==> config.mk <==
export PLATFORM = sky130hd
export DESIGN_NAME = ext_other_unit
export DESIGN_NICKNAME = d
export VERILOG_FILES = /design/src/rtl/ext_other_unit.sv
export SDC_FILE = /design/constraint.sdc
export NUM_CORES = 1
export LEC_CHECK = 0
export ABC_CLOCK_PERIOD_IN_PS = 3700
export CAP_MARGIN = 5
export CORE_MARGIN = 4
export CORE_UTILIZATION = 38
export CTS_CLUSTER_DIAMETER = 60
export CTS_CLUSTER_SIZE = 8
export DETAILED_ROUTE_END_ITERATION = 6
export PLACE_DENSITY = 0.85
export SLEW_MARGIN = 20
export SYNTH_ARGS = -nofsm -noshare
export SYNTH_HDL_FRONTEND = slang
export SYNTH_SLANG_ARGS = --single-unit
==> constraint.sdc <==
create_clock -name clk -period 3.7 [get_ports clk]
set_input_delay 0.37 -clock clk [delete_from_list [all_inputs] [get_ports clk]]
set_output_delay 0.37 -clock clk [all_outputs]
set_load 0.1 [all_outputs]
==> src/rtl/ext_other_unit.sv <==
// Load-data extension stage: picks the addressed byte/halfword lane of a memory
// word and sign- or zero-extends it for LB/LBU/LH/LHU, with a registered result.
package ext_other_pkg;

  typedef enum logic [1:0] {
    MODE_LB  = 2'd0,
    MODE_LBU = 2'd1,
    MODE_LH  = 2'd2,
    MODE_LHU = 2'd3
  } ext_mode_e;

endpackage

module ext_other_unit
  import ext_other_pkg::*;
(
  input  logic        clk,
  input  logic        rst,
  input  logic [31:0] data_in,
  input  logic [1:0]  instr,
  input  logic [1:0]  addr_off,
  input  logic        in_valid,
  output logic [31:0] data_out,
  output logic        out_valid
);

  ext_mode_e   mode;
  logic [7:0]  byte_lane;
  logic [15:0] half_lane;
  logic [31:0] ext_result;

  assign mode = ext_mode_e'(instr);

  // Little-endian lane select; addr_off[0] is deliberately unused for halfwords.
  // NOTE: every always_comb output gets a default first so no path can infer a latch.
  always_comb begin
    byte_lane = data_in[7:0];
    unique case (addr_off)
      2'd0: byte_lane = data_in[7:0];
      2'd1: byte_lane = data_in[15:8];
      2'd2: byte_lane = data_in[23:16];
      2'd3: byte_lane = data_in[31:24];
      default: byte_lane = data_in[7:0];
    endcase
    half_lane = addr_off[1] ? data_in[31:16] : data_in[15:0];
  end

  always_comb begin
    ext_result = 32'h0000_0000;
    unique case (mode)
      MODE_LB:  ext_result = {{24{byte_lane[7]}}, byte_lane};
      MODE_LBU: ext_result = {24'h00_0000, byte_lane};
      MODE_LH:  ext_result = {{16{half_lane[15]}}, half_lane};
      MODE_LHU: ext_result = {16'h0000, half_lane};
      default:  ext_result = 32'h0000_0000;
    endcase
  end

  // Reset wins over in_valid so an in-flight load is dropped, not delivered.
  // NOTE: sequential state uses non-blocking assignments so all flops update together.
  always_ff @(posedge clk) begin
    if (rst) begin
      data_out  <= 32'h0000_0000;
      out_valid <= 1'b0;
    end else begin
      out_valid <= in_valid;
      if (in_valid) begin
        data_out <= ext_result;
      end
    end
  end

endmodule

Word-level counts from Yosys, hierarchy flattened
Index checks and enable logic that the tools add are counted.
W data, S select, Z words.
{"block": "op_classes", "muxes": 3, "n_reduce_logical": 2, "n_eq_ne": 6}
{"op": "$pmux W32 S4", "n": 1}
{"op": "$pmux W8 S4", "n": 1}
{"op": "$mux W16", "n": 1}
{"op": "$eq A2 B2 Y1 const B", "n": 4}
{"op": "$eq A2 B1 Y1 const B", "n": 2}
{"op": "$logic_not A2 Y1", "n": 2}
{"block": "totals", "ff_bits": 33, "wordCells": 13}

Logic depth before layout (Yosys ltp)
Gate-level depths: netlist of the first run.
{"block": "depth", "word_depth": 3, "depth_mapped": 5}

Worst setup path after synthesis of the first run
OpenSTA, ideal clock, no wires.
{"block": "synth_timing", "path_type": "reg2out", "from": "reg data_out[30] (netlist name)", "to": "out data_out[17]", "arrival_time_ps": 1625, "stages_incl_launch_ff": 2, "slack_ps": 1705, "required_ps": 3330, "cell_sequence": "dfxtp_1 > buf_4"}
{"item": "end, declared", "line_no": "23", "rtl": "output logic [31:0] data_out,"}

==> results.sh, run 1 <==
export IMPL_setup_slack_ns=1.17
export IMPL_critical_path_cell_chain="clkdlybuf4s50_1"
export IMPL_antenna_found_initial=0
export IMPL_root_buffer="clkbuf_4"
export IMPL_grt_max_degree=19
export IMPL_cp_num_buf_inv=1
export IMPL_crit_cells=1
export IMPL_tightest_slew_ns=0.978
export IMPL_hold_buffers=0
export IMPL_cp_top_family="buffers and inverters"
export IMPL_n_antenna_cell=0
export IMPL_start_util_pct=41.4
export IMPL_synthTopCellsByArea="dfxtp_1, mux2_2, buf_4"
export IMPL_place_inst=194
export IMPL_die_h_um=61.1
export IMPL_skew_ns=0
export IMPL_synthesis_area_um2=1070
export IMPL_drtPass1Iterations=4
export IMPL_required_ns=3.33
export IMPL_slowest_stage="clkdlybuf4s50_1"
export IMPL_grt_overflow_total=0
export IMPL_fmax_mhz=395
export IMPL_grt_pass1_wl_mm=4.66
export IMPL_hold_viol=0
export IMPL_leakage_nw=0.656
export IMPL_min_period_ns=2.53
export IMPL_post_cts_buffers=0
export IMPL_ys_warn_count=0
export IMPL_syn_avg_cell_area_um2=9.23
export IMPL_ys_seq_area_share_pct=33.6
export IMPL_worstReg2RegEnd="data_out[30]"
export IMPL_startpoint="data_out[30]"
export IMPL_r2r_cells=2
export IMPL_pin_count=72
export IMPL_fin_tns_setup_ns=0
export IMPL_seq_area_um2=360
export IMPL_synth_top_area_cell="dfxtp_1"
export IMPL_final_layout_size_suffix_gt1_share_pct=12.5
export IMPL_dieWidth_um=61.1
export IMPL_maxSlewHeadroom_pct=34.6
export IMPL_finish_net_count=208
export IMPL_syn2layout_area_growth_pct=58.5
export IMPL_cts_buffer_depth=2
export IMPL_drv_slew=0
export IMPL_clk_latency_ns=0.28
export IMPL_drc=0
export IMPL_numCtsBuffers=3
export IMPL_portBuffers=71
export IMPL_gp_congestion=0.731
export IMPL_ctsResizeCount=0
export IMPL_syn_inst=116
export IMPL_hold_slack_ns=0.487
export IMPL_fin_cells=198
export IMPL_synth_top_area_share_pct=33.6
export IMPL_clock_sinks=18
export IMPL_fill_cells=207
export IMPL_r2r_start="data_out[30]"
export IMPL_cp_max_fo=17
export IMPL_hp_class="reg -> reg"
export IMPL_via_per_inst=4.99
export IMPL_status="completed"
export IMPL_num_vias=989
export IMPL_synth_net_count=155
export IMPL_core_rowCount=18
export IMPL_hpwl_mm=2.70
export IMPL_crit_type="reg -> out"
export IMPL_worstPathArrival_ns=2.16
export IMPL_die_area_um2=3730
export IMPL_htreeDepth=1
export IMPL_rsz0062_at_grt="false"
export IMPL_endpoint="data_out[26]"
export IMPL_finalWirelength_mm=3.24
export IMPL_layout_commonest_cell="clkdlybuf4s50_1"
export IMPL_startpoint_type="register"
export IMPL_setup_viol=0
export IMPL_coreArea_um2=2590
export IMPL_ys_types=19
export IMPL_tritoncts="done"
export IMPL_max_cap_violations=0
export IMPL_ant_nets=0
export IMPL_r2r_slack_ns=2.75
export IMPL_vdd_drop_max_v=0.000310
export IMPL_path_clk_slew_ns=0.09
export IMPL_fin_crit_sh_pct=68.4
export IMPL_layout_common_cells="clkdlybuf4s50_1, dfxtp_1, nand2_1"
export IMPL_crit_path_end_kind="primary output"
export IMPL_dr_first_iter_drc_count=25
export IMPL_track_usage_pct=17.4
export IMPL_multi_input_area_um2=546
export IMPL_pre_cts_ws_ns=1.22
export IMPL_wl_per_cell_um=16.3
export IMPL_grt_pass1_vias=963
export IMPL_power_density_nw_per_um2=378
export IMPL_slowest_delay_ns=1.24
export IMPL_synth_seq_cells=18
## Yosys cell counts
| cell | n |
|---|---|
| a211oi_1 | 8 |
| mux2_2 | 14 |
| clkbuf_1 | 3 |
| clkinv_1 | 1 |
| nor3_1 | 1 |
| nor2_1 | 9 |
| inv_1 | 1 |
| buf_2 | 3 |
| buf_6 | 1 |
| mux2i_1 | 9 |
| a221oi_4 | 1 |
| nand2_1 | 17 |
| mux2_4 | 2 |
| nand2b_1 | 2 |
| dfxtp_1 | 18 |
| o32ai_1 | 1 |
| buf_4 | 16 |
| o22ai_1 | 8 |
| nor3b_1 | 1 |
## state kept, by name, indices dropped and copies added (netlist names)
name       count
data_out      17
out_valid      1
## routing by layer
metal / track usage [%] / vias up / share of wire [%]
met5: 0 / - / 0
met4: 2.79 / 0 / 0.40
met3: 5.03 / 2 / 8.5
met2: 31.3 / 40 / 50
met1: 20.8 / 452 / 41
li1: - / 495 / -
## how the worst min path moves through the flow
stage / depth (start not counted) / endpoint / slack [ns] / start
after floorplan: 1 / data_out[30] / 0.49 / instr[0]
after global placement: 2 / data_out[7] / 0.47 / data_out[7]
final: 2 / data_out[1] / 0.49 / data_out[1]
after CTS: 2 / data_out[1] / 0.49 / data_out[1]
after detailed placement: 2 / data_out[1] / 0.47 / data_out[1]
after global routing: 2 / data_out[2] / 0.51 / data_out[2]
## worst min-delay path: stages, from the launching register on
cell and delay [ns]:
dfxtp_1 0.32, nand2_1 0.06, o22ai_1 0.06
## power breakdown
group / switching, W / leakage, nW / internal, W / total [W]
clock: 0.0000550 / 0.0210 / 0.0000599 / 0.000115
combinational: 0.000210 / 0.486 / 0.0000995 / 0.000309
sequential: 0.00000977 / 0.149 / 0.000208 / 0.000218
total: 0.000275 / 0.656 / 0.000367 / 0.000642
## area by class of cell
| cell class | instances | share of cell area (%) |
|---|---|---|
| well taps | 30 | 2.21 |
| flip-flops and latches | 18 | 21.2 |
| multi-input cells | 73 | 32.1 |
| repair buffers | 71 | 41.9 |
| inverters | 2 | 0.442 |
| clock buffers | 4 | 2.14 |
## per-stage QoR
stage	util, %	power, W	area, um2
2_1_floorplan	-	0.000449	1070
3_3_place_gp	64.2	0.000527	1660
3_5_place_dp	64.2	0.000532	1660
4_1_cts	65.6	0.000646	1700
5_1_grt	65.6	0.000664	1700
6_report	65.6	0.000642	1700
## kinds of logic (layout without fill, tap and decap cells)
family / after synthesis / in the layout / share of synthesized area, %
and+or+nand+nor: 30 / 30 / 11.4
DFF: 18 / 18 / 33.6
AOI/OAI and AO/OA: 18 / 18 / 13.6
muxes: 25 / 25 / 25.9
buffers and inverters: 25 / 77 / 15.4
No activity file was read; power rests on OpenSTA's default activity.
==> inputs of run 2 (changes only) <==
Settings changed: ABC_CLOCK_PERIOD_IN_PS 3700 to 2500, CORE_UTILIZATION 38 to 35, PLACE_DENSITY 0.85 to 0.79.
Clock period 3.7 ns to 2.5 ns, I/O delays scaled along.
==> run 2 against run 1 <==
Net effect:
- first-iteration DRC count up 20%
- core utilization down 8.1 points
- cell count up 1.5%
- worst setup slack worse by 0.37 ns
- clock-buffer cell count down 1
- sequential cell count unchanged
- combinational power up 46%
- via count up 0.10%
- register-to-register slack worse by 1.2 ns
- critical path depth up 3
- critical endpoint is now data_out[10]
- largest power group unchanged
- highest routed layer unchanged
==> results.sh, run 2 (same netlist as run 1, synthesis figures left out) <==
export IMPL_vdd_drop_max_v=0.000266
export IMPL_cp_max_fo=8
export IMPL_coreArea_um2=2830
export IMPL_pin_count=72
export IMPL_grt_max_degree=19
export IMPL_die_h_um=63.3
export IMPL_maxSlewHeadroom_pct=67.1
export IMPL_fmax_mhz=589
export IMPL_r2r_slack_ns=1.57
export IMPL_drc=0
export IMPL_hpwl_mm=2.44
export IMPL_fin_crit_sh_pct=68.0
export IMPL_core_rowCount=19
export IMPL_setup_viol=0
export IMPL_hold_viol=0
export IMPL_layout_common_cells="clkdlybuf4s50_1, buf_4, dfxtp_1"
export IMPL_gp_congestion=0.767
export IMPL_skew_ns=0
export IMPL_regMostFlops="data_out"
export IMPL_fin_tns_setup_ns=0
export IMPL_largest_register_ffs=17
export IMPL_min_period_ns=1.70
export IMPL_slowest_stage="clkdlybuf4s50_1"
export IMPL_path_clk_slew_ns=0.09
export IMPL_leakage_nw=0.721
export IMPL_n_antenna_cell=0
export IMPL_slowest_delay_ns=0.65
export IMPL_hold_slack_ns=0.485
export IMPL_post_cts_buffers=0
export IMPL_r2r_start="data_out[30]"
export IMPL_status="completed"
export IMPL_finish_net_count=211
export IMPL_worstReg2RegEnd="data_out[30]"
export IMPL_startpoint="addr_off[1]"
export IMPL_hold_buffers=0
export IMPL_final_layout_size_suffix_gt1_share_pct=32.9
export IMPL_root_buffer="clkbuf_4"
export IMPL_reg_largest_list="data_out: 17 flops, out_valid: 1 flops"
export IMPL_dr_first_iter_drc_count=30
export IMPL_power_density_nw_per_um2=558
export IMPL_worstPathArrival_ns=1.85
export IMPL_numCtsBuffers=3
export IMPL_fill_cells=239
export IMPL_tightest_slew_ns=0.493
export IMPL_start_util_pct=37.9
export IMPL_syn2layout_area_growth_pct=51.8
export IMPL_required_ns=2.66
export IMPL_dieWidth_um=63.3
export IMPL_grt_overflow_total=0
export IMPL_r2r_cells=2
export IMPL_crit_type="in -> reg"
export IMPL_num_vias=990
export IMPL_tritoncts="done"
export IMPL_portBuffers=71
export IMPL_layout_commonest_cell="clkdlybuf4s50_1"
export IMPL_max_cap_violations=0
export IMPL_critical_path_cell_chain="clkdlybuf4s50_1 > mux2_4 > a221oi_4 > a211oi_1"
export IMPL_endpoint="data_out[10]"
export IMPL_crit_cells=4
export IMPL_cp_top_family="buffers and inverters"
export IMPL_antenna_found_initial=0
export IMPL_startpoint_type="input port"
export IMPL_ctsResizeCount=0
export IMPL_drtPass1Iterations=5
export IMPL_clock_sinks=18
export IMPL_finalWirelength_mm=3.01
export IMPL_clk_latency_ns=0.28
export IMPL_die_area_um2=4010
export IMPL_hp_class="reg -> reg"
export IMPL_drv_slew=0
export IMPL_via_per_inst=4.93
export IMPL_htreeDepth=1
export IMPL_grt_pass1_vias=937
export IMPL_cts_buffer_depth=2
export IMPL_ant_nets=0
export IMPL_rsz0062_at_grt="false"
export IMPL_cp_num_buf_inv=1
export IMPL_crit_path_end_kind="register"
export IMPL_grt_pass1_wl_mm=4.87
export IMPL_wl_per_cell_um=15.0
export IMPL_track_usage_pct=15.4
[run 2: changes by cell type in the layout (fill, tap and decap cells not counted)]
cell             change
clkdlybuf4s50_1     -33
clkbuf_8             -1
buf_4               +36
[run 2: metal layers]
metal / vias to the layer above / track usage, % / part of all wire [%]
li1: 502 / - / -
met1: 445 / 18.2 / 42
met2: 39 / 25.7 / 49
met3: 4 / 6.04 / 7.2
met4: 0 / 4.58 / 1.4
met5: - / 0 / 0
[run 2: metrics by stage]
| step | cells | setup slack (ns) | power, W | utilization, % | cell area (um2) |
|---|---|---|---|---|---|
| 4_1_cts | 201 | 0.811 | 0.000913 | 57.5 | 1630 |
| 3_5_place_dp | 198 | 0.502 | 0.000777 | 56.7 | 1600 |
| 6_report | 201 | 0.801 | 0.000907 | 57.5 | 1630 |
| 3_3_place_gp | 198 | 0.565 | 0.000773 | 56.7 | 1600 |
| 5_1_grt | 201 | 0.727 | 0.000946 | 57.5 | 1630 |
| 2_1_floorplan | 116 | 0.625 | 0.000665 | - | 1070 |
[run 2: layout make-up]
type / count / area, um2 / area share [%]
repair buffers: 74 / 651 / 40.0
clock buffers: 3 / 22.5 / 1.39
multi-input cells: 73 / 546 / 33.6
well taps: 31 / 38.8 / 2.39
flip-flops and latches: 18 / 360 / 22.2
inverters: 2 / 7.51 / 0.462
[run 2: where the power goes]
| part | total [W] | switching, W | internal [W] |
|---|---|---|---|
| registers | 0.000321 | 0.0000130 | 0.000308 |
| logic | 0.000450 | 0.000310 | 0.000139 |
| clock network | 0.000137 | 0.0000814 | 0.0000559 |
[run 2: how the worst min path moves through the flow]
stage          cells past startpoint   startpoint  slack, ns            to
2_1_floorplan                      1     instr[0]       0.37  data_out[30]
3_3_place_gp                       2  data_out[3]       0.46   data_out[3]
3_5_place_dp                       2  data_out[3]       0.47   data_out[3]
4_1_cts                            2  data_out[3]       0.49   data_out[3]
5_1_grt                            2  data_out[3]       0.50   data_out[3]
6_report                           2  data_out[3]       0.49   data_out[3]
[run 2: tightest hold or removal path: cells and delay by family, from the launching register on]
family | cells | cell delay (ns)
simple gates | 1 | 0.06
flops | 1 | 0.32
compound gates | 1 | 0.06
